$ cat src/rtl/mul_arb_pkg.sv
// Shared definitions for the multiplier arbiter: state encoding and a width helper.
package mul_arb_pkg;

  typedef enum logic [2:0] {
    ST_IDLE = 3'd0,
    ST_LDA  = 3'd1,
    ST_LDB  = 3'd2,
    ST_ACC  = 3'd3,
    ST_FIN  = 3'd4
  } state_t;

  // Index width for a set of v entries; never narrower than one bit.
  function automatic int clog2(input int v);
    int r;
    r = 0;
    while ((1 << r) < v) r++;
    if (r == 0) r = 1;
    return r;
  endfunction

endpackage

$ cat src/rtl/mul_arbiter_rr_pick.sv
// Combinational round-robin selector: first asserted request at or after ptr, wrapping.
module rr_pick
  import mul_arb_pkg::*;
#(
  parameter int N_REQ = 4,
  parameter int PW    = clog2(N_REQ)
) (
  input  logic [N_REQ-1:0] req,
  input  logic [PW-1:0]    ptr,
  output logic [PW-1:0]    winner_idx,
  output logic             any
);

  logic [PW-1:0] sel;

  // Scan from farthest to nearest so the request closest to ptr overwrites the rest.
  always_comb begin
    winner_idx = '0;
    any        = 1'b0;
    sel        = '0;
    for (int k = N_REQ - 1; k >= 0; k--) begin
      sel = PW'((int'(ptr) + k) % N_REQ);
      if (req[sel]) begin
        winner_idx = sel;
        any        = 1'b1;
      end
    end
  end

endmodule

$ cat src/rtl/mul_arbiter.sv
// Round-robin arbiter and sequencer sharing one repeated-addition multiplier datapath.
module mul_arbiter
  import mul_arb_pkg::*;
#(
  parameter int N_REQ = 4,
  parameter int WIDTH = 16
) (
  input  logic                   clk,
  input  logic                   rst,
  input  logic [N_REQ-1:0]       req,
  input  logic [N_REQ*WIDTH-1:0] a_in,
  input  logic [N_REQ*WIDTH-1:0] b_in,
  output logic [N_REQ-1:0]       gnt,
  output logic [N_REQ-1:0]       done,
  output logic [WIDTH-1:0]       result,
  output logic                   busy,
  output logic [WIDTH-1:0]       data_out,
  output logic                   lda,
  output logic                   ldb,
  output logic                   ldp,
  output logic                   clrp,
  output logic                   decb,
  input  logic [WIDTH-1:0]       p_in,
  input  logic                   eqz
);

  localparam int PW = clog2(N_REQ);

  // Handshake: a requester raises req with stable a_in/b_in and keeps them until
  // it sees its done bit; gnt marks ownership for the whole transaction, req
  // changes mid-transaction are ignored, and done is a single-cycle pulse.

  state_t        state_q, state_d;
  logic [PW-1:0] owner_q, owner_d;
  logic [PW-1:0] ptr_q, ptr_d;
  logic [WIDTH-1:0] result_q, result_d;

  logic [PW-1:0] winner_idx;
  logic          any;

  rr_pick #(
    .N_REQ(N_REQ),
    .PW   (PW)
  ) u_pick (
    .req       (req),
    .ptr       (ptr_q),
    .winner_idx(winner_idx),
    .any       (any)
  );

  always_ff @(posedge clk) begin
    if (rst) begin
      state_q  <= ST_IDLE;
      owner_q  <= '0;
      ptr_q    <= '0;
      result_q <= '0;
    end else begin
      state_q  <= state_d;
      owner_q  <= owner_d;
      ptr_q    <= ptr_d;
      result_q <= result_d;
    end
  end

  always_comb begin
    state_d  = state_q;
    owner_d  = owner_q;
    ptr_d    = ptr_q;
    result_d = result_q;
    gnt      = '0;
    done     = '0;
    busy     = (state_q != ST_IDLE);
    data_out = '0;
    lda      = 1'b0;
    ldb      = 1'b0;
    ldp      = 1'b0;
    clrp     = 1'b0;
    decb     = 1'b0;
    case (state_q)
      ST_IDLE: begin
        if (any) begin
          owner_d = winner_idx;
          state_d = ST_LDA;
        end
      end
      ST_LDA: begin
        gnt[owner_q] = 1'b1;
        lda          = 1'b1;
        data_out     = a_in[int'(owner_q)*WIDTH +: WIDTH];
        state_d      = ST_LDB;
      end
      ST_LDB: begin
        gnt[owner_q] = 1'b1;
        ldb          = 1'b1;
        clrp         = 1'b1;
        data_out     = b_in[int'(owner_q)*WIDTH +: WIDTH];
        state_d      = ST_ACC;
      end
      ST_ACC: begin
        // P already holds the full product on the cycle B reaches zero.
        gnt[owner_q] = 1'b1;
        ldp          = ~eqz;
        decb         = ~eqz;
        if (eqz) begin
          result_d = p_in;
          state_d  = ST_FIN;
        end
      end
      ST_FIN: begin
        gnt[owner_q]  = 1'b1;
        done[owner_q] = 1'b1;
        ptr_d         = (owner_q == PW'(N_REQ - 1)) ? '0 : owner_q + 1'b1;
        state_d       = ST_IDLE;
      end
      default: state_d = ST_IDLE;
    endcase
  end

  assign result = result_q;

endmodule

$ cat config.mk
export PLATFORM = sky130hd
export DESIGN_NAME = mul_arbiter
export DESIGN_NICKNAME = d
export VERILOG_FILES = /design/src/rtl/mul_arb_pkg.sv /design/src/rtl/mul_arbiter_rr_pick.sv /design/src/rtl/mul_arbiter.sv
export SDC_FILE = /design/constraint.sdc
export NUM_CORES = 1
export LEC_CHECK = 0
export ABC_AREA = 1
export CAP_MARGIN = 10
export CORE_MARGIN = 8
export CORE_UTILIZATION = 33
export CTS_CLUSTER_SIZE = 12
export DETAILED_ROUTE_END_ITERATION = 16
export GPL_ROUTABILITY_DRIVEN = 0
export HOLD_SLACK_MARGIN = 0.08
export PLACE_DENSITY = 0.82
export SLEW_MARGIN = 20
export SYNTH_ARGS = -nofsm -noshare
export SYNTH_HDL_FRONTEND = slang
export SYNTH_SLANG_ARGS = --single-unit
$ cat constraint.sdc
create_clock -name clk -period 2.1 [get_ports clk]
set_input_delay 0.525 -clock clk [delete_from_list [all_inputs] [get_ports clk]]
set_output_delay 0.525 -clock clk [all_outputs]
set_load 0.02 [all_outputs]
### Word-level counts from Yosys, hierarchy flattened

Index checks and enable logic that the tools add are counted.

* reduce and logical (&&, ||, !) cells: 7
* divide/modulo/power cells: 0
* shifts and indexed selects: 2
* multiplexer cells: 28
* equal/unequal tests: 7
* magnitude comparators: 6
* bitwise gates (word level): 1
* add/sub/neg operators: 4
* $mul: 0

Operators with widths (count)
* $shiftx A64 B7 Y16: 2
* $pmux W16 S2: 1
* $lt A2 B3 Y1 const B: 5
* $mux W1: 12
* $pmux W3 S4: 1
* $mux W2: 5
* $bmux W1 S2: 4
* $mux W4: 2
* $eq A3 B2 Y1 const B: 2
* $mux W3: 2
* $reduce_and A2 Y1: 3
* $add A2 B1 Y2 const B: 2
* $add A2 B2 Y2 const B: 2
* $ne A2 B2 Y1 const B: 2
* $reduce_or A4 Y1: 1
* $eq A3 B1 Y1 const B: 1
* $eq A3 B3 Y1 const B: 1
* $logic_not A3 Y1: 1
* $reduce_bool A3 Y1: 1
* $demux W1 S2: 1
* $eq A2 B2 Y1 const B: 1
* $ge A2 B1 Y1 const B: 1
* $logic_and A1 B1 Y1: 1
* $not A1 Y1: 1

* memories: 0
* output and inout bits: 46
* register bits after elaboration: 23
* bits in latches: 0
* logic and storage cells: 59
* memory bits (read-only): 0
* bits of input ports: 151
* bits in writable memories: 0

### Longest topological paths before layout

Gate-level depths: netlist of run 1.

* depth after elaboration: 9
* gate-level depth with buffers: 12
* gate-level depth less buffers: 11

### By module

From an unflattened synthesis of run 1, not the netlist that was laid out.

* cell total of the unflattened synthesis: 589
* area total of the unflattened synthesis: 2969.1 um^2

By module, submodules not included
* mul_arbiter: times used 1, cells each 545, area an instance 2753.9 um^2
* rr_pick: times used 1, cells each 44, area an instance 215.2 um^2

### Worst setup path after synthesis of run 1

OpenSTA, ideal clock, no wires.

* kind: in2out
* start point: in eqz
* end point: out ldp
* arrival time: 1.616 ns
* setup slack: -0.041 ns
* stages: 3
* cells stage by stage: clkbuf_1 -> nor3_1 -> buf_4

* cells in the longest elaborated chain, start to end: 2

RTL lines
* start: declaration: line mul_arbiter.sv:24 `input logic eqz`
* $not A1 Y1
* $mux W1
* end: declaration: line mul_arbiter.sv:20 `output logic ldp,`

Every way passes these cells.

### Worst setup path after layout of run 1

* start point: reg state_q[2]
* end point: out data_out[11]

* cells in the longest elaborated chain, start to end: 2

RTL lines
* start: declaration: line mul_arbiter.sv:33 `state_t state_q, state_d;`
* start signal: assignment: line mul_arbiter.sv:58 `state_q <= state_d;`
* $eq A3 B2 Y1 / $eq A3 B1 Y1 (equally long branches): line mul_arbiter.sv:79 `case (state_q)`
* $pmux W16 S2 (*): line mul_arbiter.sv:79
* end: declaration: line mul_arbiter.sv:17 `output logic [WIDTH-1:0] data_out,`

Mark *: on every way between the ends. The rest lies on a longest branch, timed or not.

==> reports/metrics.cfg, run 1 <==
[run_status]
status=finished, violations left
violations=setup timing

[pwr]
p_switching_uw=788
p_per_area_nw_per_um2=425
power_frac_comb_pct=63.9
p_leak_nw=2.01
seq_power_share_pct=22.5
p_total_mw=2.06
vdd_ir_drop_max_mv=0.447
internal_power_mw=1.28
switching_share_pct=38.2
clkPwrFrac_pct=13.6

[synth]
syn_area_per_cell_um2=5.44
yosysSeqAreaShare_pct=19.5
synth-seq-cells=23
syn-instance-count=434
netlist_area_um2=2360
yosys_warnings=0
synth_cell_types=26
synth_fp_nets=589

[placed_design]
preCtsSetupSlack_ps=-582
io_buffers=196
dp_hpwl_um=9540
place_area_um2=4600

[sta]
hold_viol=0
fmax_mhz=416
min_period_over_period_pct=114
rsz0062_at_grt=true
drv_slew=0
final.setup.worst_slack_ps=-304
finalCriticalPeriod_ps=2400
maxSlewHeadroom_pct=81.3
clock_skew_ps=2.50
worst_pin_slew_ps=278
finalSetupViolCount=16

[die]
dieArea_um2=10100
core-area_um2=7100
io_pins=197
num_rows=31
start_util_pct=33.3
die_y_um=101
die_x_um=101

[cells_and_area]
syn_to_final_growth_pct=106
fin_nets=803
multiInputGateArea_um2=1680
diodes=0
nFillCells=610
regArea_um2=463
postLayoutCellArea_um2=4850
layout-drive-gt1-share_pct=15.9

[clock_tree]
insertion_delay_ps=270
clock-sinks=23
cts_hold_buf=0
clk_pin_slew_ps=80
cts_buffer_depth=2
numCtsBuffers=3
ctsHtreeMaxLevel=1
cts_tree=yes
clockRootBuffer=clkbuf_8

[route]
drtIter0Drc=216
route.detailed.drc=0
wl_per_cell_um=16.7
wl_um=12500
vias=3804
dr.pass1.iters=4
ant_nets=0
viasPerCell=5.10

[critical_path]
end_kind=primary output
critical_path_class=reg -> out
rrSetupSlack_ps=430
timing.critical_path.from=state_q[2]
crit_required_ps=1570
rr_startpoint=ptr_q[0]
cp.arrival_ps=1880
critical_path.max_fanout=9
worstSetupStartpointType=register

[grt]
antenna_found_initial=0
grt_pass1_wl_um=19100
grt_pass1_vias=3732
grt_max_degree=42
overflow=0
grt_use_total_pct=23.4

[hold_path]
hold_class=reg -> reg
hp-start=result[4]

[job]
drv_cap=0

metal layers:
layer,routed length (µm),global-route usage (%),vias up
met1,4940,27.4,1730
met4,215,6.05,0
met3,1420,7.32,19
li1,-,-,1866
met5,0,0,-
met2,5900,40.0,189
per-stage QoR:
step / util, % / cells / hold WS, ps / TNS (ps)
after global placement: 64.9 / 730 / 448 / -9680
after global routing: 68.4 / 746 / 485 / -5370
after detailed placement: 64.9 / 730 / 457 / -10350
after floorplan: - / 434 / 537 / 0
final: 68.4 / 746 / 469 / -3820
after CTS: 68.0 / 746 / 469 / -4280
final timing paths:
kind / end / cells past startpoint
max: data_out[11] / 11
min: result[4] / 2
max reg2reg: owner_q[1] / 10
min reg2reg: result[4] / 2
synth_stat cells, drive strengths merged:
| cell type | count | share of area (%) |
|---|---|---|
| a211oi | 2 | 0.64 |
| a21oi | 19 | 4.0 |
| a31oi | 2 | 0.53 |
| and2 | 1 | 0.27 |
| buf | 19 | 5.4 |
| clkbuf | 14 | 2.2 |
| clkinv | 2 | 0.32 |
| dfxtp | 23 | 20 |
| ha | 4 | 2.1 |
| inv | 20 | 3.2 |
| nand2 | 55 | 8.7 |
| nand3 | 22 | 4.7 |
| nand3b | 1 | 0.32 |
| nor2 | 135 | 22 |
| nor3 | 2 | 0.42 |
| o211ai | 15 | 4.8 |
| o21a | 1 | 0.32 |
| o21ai | 97 | 21 |
state kept, by name (all words and copies together) (netlist names):
register	cells
result	16
state_q	3
owner_q	2
ptr_q	2
critical path, stage by stage, from the launching register on:
cell	delay, ps
dfxtp_2	330
inv_2	70
nand2_4	60
nor2_4	110
buf_6	140
buf_8	130
buf_16	130
o21ai_0	70
nor2_1	170
o21ai_1	100
nor2_1	130
buf_4	160
placed cells by master (no fill, tap or decap), types with 13 or more instances in the layout:
master             n
clkdlybuf4s50_1  166
nor2_1           126
o21ai_1           55
nand2_1           54
buf_4             51
o21ai_0           41
nand3_1           22
dfxtp_1           21
a21oi_1           19
o211ai_1          15
inv_1             13
cell families after synthesis:
family                     Yosys count  share of synthesized area (%)
DFF                                 23                           19.5
buffers and inverters               55                           11.1
adders and majority gates            4                           2.12
and+or+nand+nor                    216                           36.3
AOI/OAI and AO/OA                  136                           31.0
final cells by class:
class	count	share of cell area, %
Multi-Input combinational cell	356	34.6
Clock inverter	1	0.103
Sequential cell	23	9.54
Clock buffer	3	0.851
Inverter	22	1.78
Timing Repair Buffer	242	50.6
Tap cell	99	2.55
power groups by stage:
stage                     clock [mW]  combinational [mW]  sequential (mW)
after floorplan                    0               0.558            0.480
after global placement             0                1.19            0.473
after detailed placement           0                1.21            0.473
after CTS                      0.282                1.30            0.465
after global routing           0.296                1.42            0.467
final                          0.281                1.32            0.465
repair_timing:
action / in CTS / in global routing
gates resized for setup: 149 / 26
setup buffers: 6 / 0
pin swaps: 18 / 13
cloned: 6 / 1
endpoints found under the hold margin: 0 / 0
endpoints found under the setup margin: 30 / 29
(Power assumes the default switching activity.)
==> run 2: changes to the inputs <==
ABC_CLOCK_PERIOD_IN_PS = 2100   (was default)
==> results of run 2 <==
No change in the layout: final DEF, timing and power equal those of run 1.
